## src/rtl/booth_div_pkg.sv

```systemverilog
// Shared types and constants for the restoring divider that pairs with the
// Booth/Wallace multiplier.
package booth_div_pkg;

  localparam int DIV_W     = 8;
  localparam int DIV_CNT_W = $clog2(DIV_W + 1);

  typedef enum logic [2:0] {
    IDLE,
    PREP,
    CALC,
    FIX,
    DONE
  } state_t;

  function automatic int cnt_width(input int w);
    return $clog2(w + 1);
  endfunction

endpackage

```

## src/rtl/booth_inv_divider_div_step.sv

```systemverilog
// One restoring-division iteration: shift in the next dividend bit and
// subtract the divisor magnitude when it fits.
module div_step
  import booth_div_pkg::*;
#(
  parameter int W = DIV_W
) (
  input  logic [W:0]   r,
  input  logic         bit_in,
  input  logic [W-1:0] d,
  output logic [W:0]   r_next,
  output logic         q_bit
);

  logic [W:0] shifted;
  logic [W:0] d_ext;

  always_comb begin
    shifted = {r[W-1:0], bit_in};
    d_ext   = {1'b0, d};
    // r[W] set would mean the shifted value exceeds W+1 bits, so it always fits.
    q_bit   = r[W] | (shifted >= d_ext);
    r_next  = q_bit ? (shifted - d_ext) : shifted;
  end

endmodule

```

## src/rtl/booth_inv_divider.sv

```systemverilog
// Sequential radix-2 restoring divider: 2W-bit dividend / W-bit divisor.
// Define BOOTH_DIV_SIGNED_EN for two's-complement operation; unsigned otherwise.
module booth_inv_divider
  import booth_div_pkg::*;
#(
  parameter int W = DIV_W
) (
  input  logic           clk,
  input  logic           rst_n,
  input  logic           in_valid,
  output logic           in_ready,
  input  logic [2*W-1:0] dividend,
  input  logic [W-1:0]   divisor,
  output logic           out_valid,
  input  logic           out_ready,
  output logic [W-1:0]   quotient,
  output logic [W-1:0]   remainder,
  output logic           ovf,
  output logic           dbz
);

  localparam int CW = cnt_width(W);

  state_t state_reg, state_next;
  logic alive_reg;

  logic [2*W-1:0] dividend_reg;
  logic [W-1:0]   divisor_reg;
  logic           sign_n_reg, sign_d_reg;
  logic [W-1:0]   mag_d_reg;
  logic [W:0]     r_reg;
  logic [W-1:0]   lo_reg;
  logic [W-1:0]   q_reg;
  logic [CW-1:0]  cnt_reg;

  logic [W-1:0] quotient_reg, remainder_reg;
  logic         ovf_reg, dbz_reg;

  logic           sign_n, sign_d;
  logic [2*W-1:0] mag_n;
  logic [W-1:0]   mag_d;
  logic           prep_dbz, prep_ovf;
  logic [W:0]     step_r;
  logic           step_q;
  logic           q_neg;
  logic [W-1:0]   fix_q, fix_r;
  logic           fix_ovf;

`ifdef BOOTH_DIV_SIGNED_EN
  localparam logic [W-1:0] Q_MIN_MAG = {1'b1, {(W-1){1'b0}}};
  assign sign_n = dividend_reg[2*W-1];
  assign sign_d = divisor_reg[W-1];
`else
  assign sign_n = 1'b0;
  assign sign_d = 1'b0;
`endif

  // Magnitude of -2^(2W-1) still fits 2W bits when read as unsigned.
  assign mag_n    = sign_n ? (~dividend_reg + (2*W)'(1)) : dividend_reg;
  assign mag_d    = sign_d ? (~divisor_reg + W'(1)) : divisor_reg;
  assign prep_dbz = (divisor_reg == '0);
  assign prep_ovf = (mag_n[2*W-1:W] >= mag_d);

  div_step #(.W(W)) u_step (
    .r      (r_reg),
    .bit_in (lo_reg[W-1]),
    .d      (mag_d_reg),
    .r_next (step_r),
    .q_bit  (step_q)
  );

  assign q_neg = sign_n_reg ^ sign_d_reg;
  assign fix_q = q_neg ? (~q_reg + W'(1)) : q_reg;
  assign fix_r = sign_n_reg ? (~r_reg[W-1:0] + W'(1)) : r_reg[W-1:0];

`ifdef BOOTH_DIV_SIGNED_EN
  // -2^(W-1) is representable; +2^(W-1) is not.
  assign fix_ovf = (!q_neg && q_reg[W-1]) || (q_neg && (q_reg > Q_MIN_MAG));
`else
  assign fix_ovf = 1'b0;
`endif

  always_ff @(posedge clk or negedge rst_n) begin
    if (!rst_n) begin
      state_reg <= IDLE;
    end else begin
      state_reg <= state_next;
    end
  end

  always_comb begin
    state_next = state_reg;
    in_ready   = 1'b0;
    out_valid  = 1'b0;
    case (state_reg)
      IDLE: begin
        in_ready = alive_reg;
        if (in_valid && alive_reg) state_next = PREP;
      end
      PREP: state_next = (prep_dbz || prep_ovf) ? DONE : CALC;
      CALC: if (cnt_reg == CW'(W - 1)) state_next = FIX;
      FIX:  state_next = DONE;
      DONE: begin
        out_valid = 1'b1;
        if (out_ready) state_next = IDLE;
      end
      default: state_next = IDLE;
    endcase
  end

  always_ff @(posedge clk or negedge rst_n) begin
    if (!rst_n) begin
      alive_reg     <= 1'b0;
      dividend_reg  <= '0;
      divisor_reg   <= '0;
      sign_n_reg    <= 1'b0;
      sign_d_reg    <= 1'b0;
      mag_d_reg     <= '0;
      r_reg         <= '0;
      lo_reg        <= '0;
      q_reg         <= '0;
      cnt_reg       <= '0;
      quotient_reg  <= '0;
      remainder_reg <= '0;
      ovf_reg       <= 1'b0;
      dbz_reg       <= 1'b0;
    end else begin
      alive_reg <= 1'b1;
      case (state_reg)
        IDLE: begin
          if (in_valid && alive_reg) begin
            dividend_reg <= dividend;
            divisor_reg  <= divisor;
          end
        end
        PREP: begin
          sign_n_reg <= sign_n;
          sign_d_reg <= sign_d;
          mag_d_reg  <= mag_d;
          r_reg      <= {1'b0, mag_n[2*W-1:W]};
          lo_reg     <= mag_n[W-1:0];
          q_reg      <= '0;
          cnt_reg    <= '0;
          if (prep_dbz) begin
            quotient_reg  <= '1;
            remainder_reg <= dividend_reg[W-1:0];
            dbz_reg       <= 1'b1;
            ovf_reg       <= 1'b0;
          end else if (prep_ovf) begin
            quotient_reg  <= '0;
            remainder_reg <= '0;
            dbz_reg       <= 1'b0;
            ovf_reg       <= 1'b1;
          end
        end
        CALC: begin
          r_reg   <= step_r;
          q_reg   <= {q_reg[W-2:0], step_q};
          lo_reg  <= {lo_reg[W-2:0], 1'b0};
          cnt_reg <= cnt_reg + CW'(1);
        end
        FIX: begin
          dbz_reg <= 1'b0;
          if (fix_ovf) begin
            ovf_reg       <= 1'b1;
            quotient_reg  <= '0;
            remainder_reg <= '0;
          end else begin
            ovf_reg       <= 1'b0;
            quotient_reg  <= fix_q;
            remainder_reg <= fix_r;
          end
        end
        default: ;
      endcase
    end
  end

  assign quotient  = quotient_reg;
  assign remainder = remainder_reg;
  assign ovf       = ovf_reg;
  assign dbz       = dbz_reg;

endmodule

```

## config.mk

```make
export PLATFORM = sky130hd
export DESIGN_NAME = booth_inv_divider
export DESIGN_NICKNAME = d
export VERILOG_FILES = /design/src/rtl/booth_div_pkg.sv /design/src/rtl/booth_inv_divider_div_step.sv /design/src/rtl/booth_inv_divider.sv
export SDC_FILE = /design/constraint.sdc
export NUM_CORES = 1
export LEC_CHECK = 0
export CAP_MARGIN = 20
export CORE_UTILIZATION = 45
export DETAILED_ROUTE_END_ITERATION = 8
export PLACE_DENSITY = 0.69
export SLEW_MARGIN = 20
export SYNTH_ARGS = -nofsm -noshare
export SYNTH_HDL_FRONTEND = slang
export SYNTH_HIERARCHICAL = 1
export SYNTH_SLANG_ARGS = --single-unit
export TNS_END_PERCENT = 20
```

## constraint.sdc

```tcl
create_clock -name clk -period 2.04 [get_ports clk]
set_input_delay 0.408 -clock clk [delete_from_list [all_inputs] [get_ports clk]]
set_output_delay 0.408 -clock clk [all_outputs]
set_load 0.03 [all_outputs]
```

==> summary.log <==
[status] failing checks design-rule violations, negative setup slack
[placed_design] total of buffers placed on input and output ports 47
[placed_design] RePlAce Congestion 0.8798
[final_layout] Post-layout nets 521
[logic_synthesis] cells taking the most area after synthesis sky130_fd_sc_hd__dfrtp_1 50%, sky130_fd_sc_hd__mux2_2 11%, sky130_fd_sc_hd__nand2_1 5.8%, sky130_fd_sc_hd__ha_1 5.1%, sky130_fd_sc_hd__a22oi_1 2.7%
[clock_tree] clock tree from TritonCTS built
[final_layout] area of combinational cells with multiple inputs 2166 um^2
[floorplanning] Floorplan Core Area 8806 um^2
[sta] final hold viol count 0
[pwr] power density of the placed cells 1833 nW/um^2
[floorplanning] area of the die 9608 um^2
[placed_design] Detail Placement HPWL 7211 um
[logic_synthesis] area fraction in compound gates after synthesis 14.26%
[status] status finished with violations
[logic_synthesis] synthesized-area fraction occupied by adder cells 5.609%
[logic_synthesis] mapped cell area 4149 um^2
[final_layout] fraction of layout instances using a drive strength above 1 30.63%
[floorplanning] vertical extent of the die 98.02 um
[logic_synthesis] fraction of the yosys area taken by sequential cells 50.06%
[worst_setup_path] nature of the critical path endpoint flip-flop
[final_layout] Largest register FFs 16
[logic_synthesis] mean area per synthesized cell 10.69 um^2
[grt] wire length of the first global-routing pass 16830 um
[placed_design] setup slack after placement -217.7 ps
[logic_synthesis] synthesized instance count 388
[final_layout] Seq. cell area 2079 um^2
[logic_synthesis] asr flop ratio synth 100.0%
[worst_setup_path] Worst Setup Start Kind flip-flop
[worst_setup_path] critical setup path kind reg -> reg
[logic_synthesis] EDFF count, synth 0
[placed_design] number of cells after detailed placement 567
[final_layout] most common cell after layout, fill and taps aside sky130_fd_sc_hd__dfrtp_1
[logic_synthesis] library cell with the largest summed area after synthesis sky130_fd_sc_hd__dfrtp_1
[clock_tree] total clock sinks 83
[sta] Min Clock Period, post-route 2068 ps
[clock_tree] Worst-path clk slew 90 ps
[sta] minimum setup slack in the final design -28.23 ps
[grt] vias in the first global route 3302
[grt] largest net degree at the start of global routing 48
[logic_synthesis] largest family of logic cells by synthesized area compound AO/OA/AOI/OAI gates
[final_layout] final cell count without fillers 588
[pwr] Leakage 2.499 nW
[final_layout] commonest cells after routing, fill and taps aside 81 x sky130_fd_sc_hd__dfrtp_1, 63 x sky130_fd_sc_hd__nand2_1, 44 x sky130_fd_sc_hd__clkdlybuf4s50_1
[grt] Total GRT Usage 22.71%
[floorplanning] count of pins on the block boundary 48
[route] post-route antenna net violation count 0
[min_path] type of the most critical hold path in -> async
[grt] final global-route overflow total 0
[route] count of routing violations after the opening detailed-route iteration 236
[sta] max-slew violation count 0
[logic_synthesis] simple-gate area share of the yosys netlist 13.63%
[grt] initial antenna violation count 0
[final_layout] Util after Layout 62.39%
[logic_synthesis] share of the synthesized area in the top cell type 50.06%
[worst_setup_path] critical path fanouts, max 3
[sta] final worst-path cycle share 101.4%
[sta] fmax 483.5 MHz
[run] Maximum Capacitance Violations 0
[final_layout] summed area of non-filler cells in the final layout 5494 um^2
[route] length of the first detailed-routing pass in iterations 7
[route] routed wire length per instance 17.39 um
[clock_tree] Clock Root Buffer sky130_fd_sc_hd__clkbuf_8
[sta] Post-Route Skew 10.81 ps
[logic_synthesis] xor and xnor fraction of the mapped netlist area 0.8444%
[worst_setup_path] critical path data required time 2290 ps
[logic_synthesis] multiplexer share of the synthesized area 11.82%
[final_layout] signed area change from the synthesized netlist to the final layout 32.42%
[route] Via density 5.565
[sta] Setup Viol. Count Final 1
[final_layout] number of diodes added for antenna fixing 0
[route] DRC Markers 2
[logic_synthesis] net count of the mapped netlist 434
[logic_synthesis] dominant register cell in the synthesized netlist sky130_fd_sc_hd__dfrtp_1
[clock_tree] CTS Buffer Depth 2
[floorplanning] site row count 34
[pwr] worst voltage drop across the vdd grid 878.8 uV
[clock_tree] number of buffers created by CTS 9
[final_layout] filler cell count in the final layout 728
[placed_design] Cell Area, Placed 5080 um^2
[sta] setup repair after global routing missed its margin yes
[route] total number of vias 3272
[logic_synthesis] Distinct cells, synth 50
[floorplanning] initial cell density of the core 47.12%
[route] final wirelength 10230 um
[worst_setup_path] data arrival time of the critical path 2320 ps
[sta] Setup Total Neg Slack -28.23 ps
[floorplanning] Die X 98.02 um
[clock_tree] H-tree depth 3
[clock_tree] insertion delay of the later-clocked pin in the worst-skew pair 370 ps
[logic_synthesis] warning count from the yosys run 6
[logic_synthesis] Seq cells post-synth 83
## cells in the mapped netlist, types with 2 or more instances
cell / instances
sky130_fd_sc_hd__ha_1: 17
sky130_fd_sc_hd__nand2_1: 64
sky130_fd_sc_hd__o31ai_1: 2
sky130_fd_sc_hd__o21ai_0: 15
sky130_fd_sc_hd__o22ai_1: 8
sky130_fd_sc_hd__a22oi_1: 15
sky130_fd_sc_hd__and2_1: 3
sky130_fd_sc_hd__a22o_1: 11
sky130_fd_sc_hd__nor2_1: 13
sky130_fd_sc_hd__a211oi_1: 4
sky130_fd_sc_hd__nand4_1: 3
sky130_fd_sc_hd__mux2_4: 2
sky130_fd_sc_hd__o21a_1: 3
sky130_fd_sc_hd__clkbuf_1: 12
sky130_fd_sc_hd__nor3b_1: 2
sky130_fd_sc_hd__nor3_1: 3
sky130_fd_sc_hd__nand3_1: 13
sky130_fd_sc_hd__nand2b_1: 6
sky130_fd_sc_hd__buf_2: 2
sky130_fd_sc_hd__dfrtp_1: 83
sky130_fd_sc_hd__xnor2_1: 3
sky130_fd_sc_hd__inv_1: 23
sky130_fd_sc_hd__mux2_2: 40
sky130_fd_sc_hd__a21o_1: 2
sky130_fd_sc_hd__or4_4: 2
sky130_fd_sc_hd__a21oi_1: 13
## per-layer routing
metal / global-route usage, % / wire [um] / vias up
li1: - / - / 1547
met1: 32.22 / 4801 / 1617
met2: 34.83 / 4735 / 96
met4: 9.674 / 150 / 0
met5: 0 / 0 / -
met3: 3.364 / 541 / 12
## repair_timing
| item | in CTS | in global routing |
|---|---|---|
| cloned | 1 | 0 |
| gates resized for setup | 14 | 28 |
| buffers inserted | 1 | 3 |
| hold buffers | 1 | 0 |
| pin swaps | 7 | 15 |
| endpoints found under the hold margin | 12 | 0 |
| endpoints found under the setup margin | 23 | 27 |
## final timing paths
check	cells past startpoint	to	slack [ps]	from
max	9	r_reg[5]$_DFFE_PN0P_	-30	mag_d_reg[1]$_DFFE_PN0P_
min	2	divisor_reg[4]$_DFFE_PN0P_	430	rst_n
max reg2reg	9	r_reg[5]$_DFFE_PN0P_	-30	mag_d_reg[1]$_DFFE_PN0P_
min reg2reg	2	lo_reg[1]$_DFFE_PN0P_	490	lo_reg[1]$_DFFE_PN0P_
max in group asynchronous	3	r_reg[0]$_DFFE_PN0P_	1030	rst_n
min in group clk	2	lo_reg[1]$_DFFE_PN0P_	490	lo_reg[1]$_DFFE_PN0P_
## report_power, final
part           total [mW]  internal [mW]  switching, mW  leakage, nW
clock                1.13          0.486          0.645       0.0868
sequential           2.97           2.36          0.612         1.05
combinational        5.97           2.94           3.03         1.36
## per-stage QoR
step	hold WS, ps	total power, mW
global route	456.9	10.71
finish	432.9	10.07
CTS	419.3	9.492
global placement	269.5	7.915
floorplan	112.4	6.223
detailed placement	270.3	8.072
## area by class of cell
type / instances / share of cell area [%]
clock buffer: 10 / 2.505
clock inverter: 6 / 0.8654
inverter: 23 / 1.571
multi-input combinational: 268 / 39.42
sequential: 83 / 37.85
tap: 108 / 2.460
timing repair buffer: 90 / 15.33
## critical path, stage by stage (launching register included)
cell and delay [ps]:
sky130_fd_sc_hd__dfrtp_2 440, sky130_fd_sc_hd__inv_2 60, sky130_fd_sc_hd__ha_4 260, sky130_fd_sc_hd__nand2b_1 70, sky130_fd_sc_hd__a21oi_2 240, sky130_fd_sc_hd__and2b_1 250
sky130_fd_sc_hd__xnor2_1 140, sky130_fd_sc_hd__mux2_4 280, sky130_fd_sc_hd__a22oi_2 150, sky130_fd_sc_hd__nand2_1 60
## cells by family after synthesis
family,Yosys count
buf+inv,38
simple gates,118
flops,83
compound gates,83
fa+ha+maj,18
other cells,1
mux,43
xor+xnor,4
No activity file was read; power rests on OpenSTA's default activity.
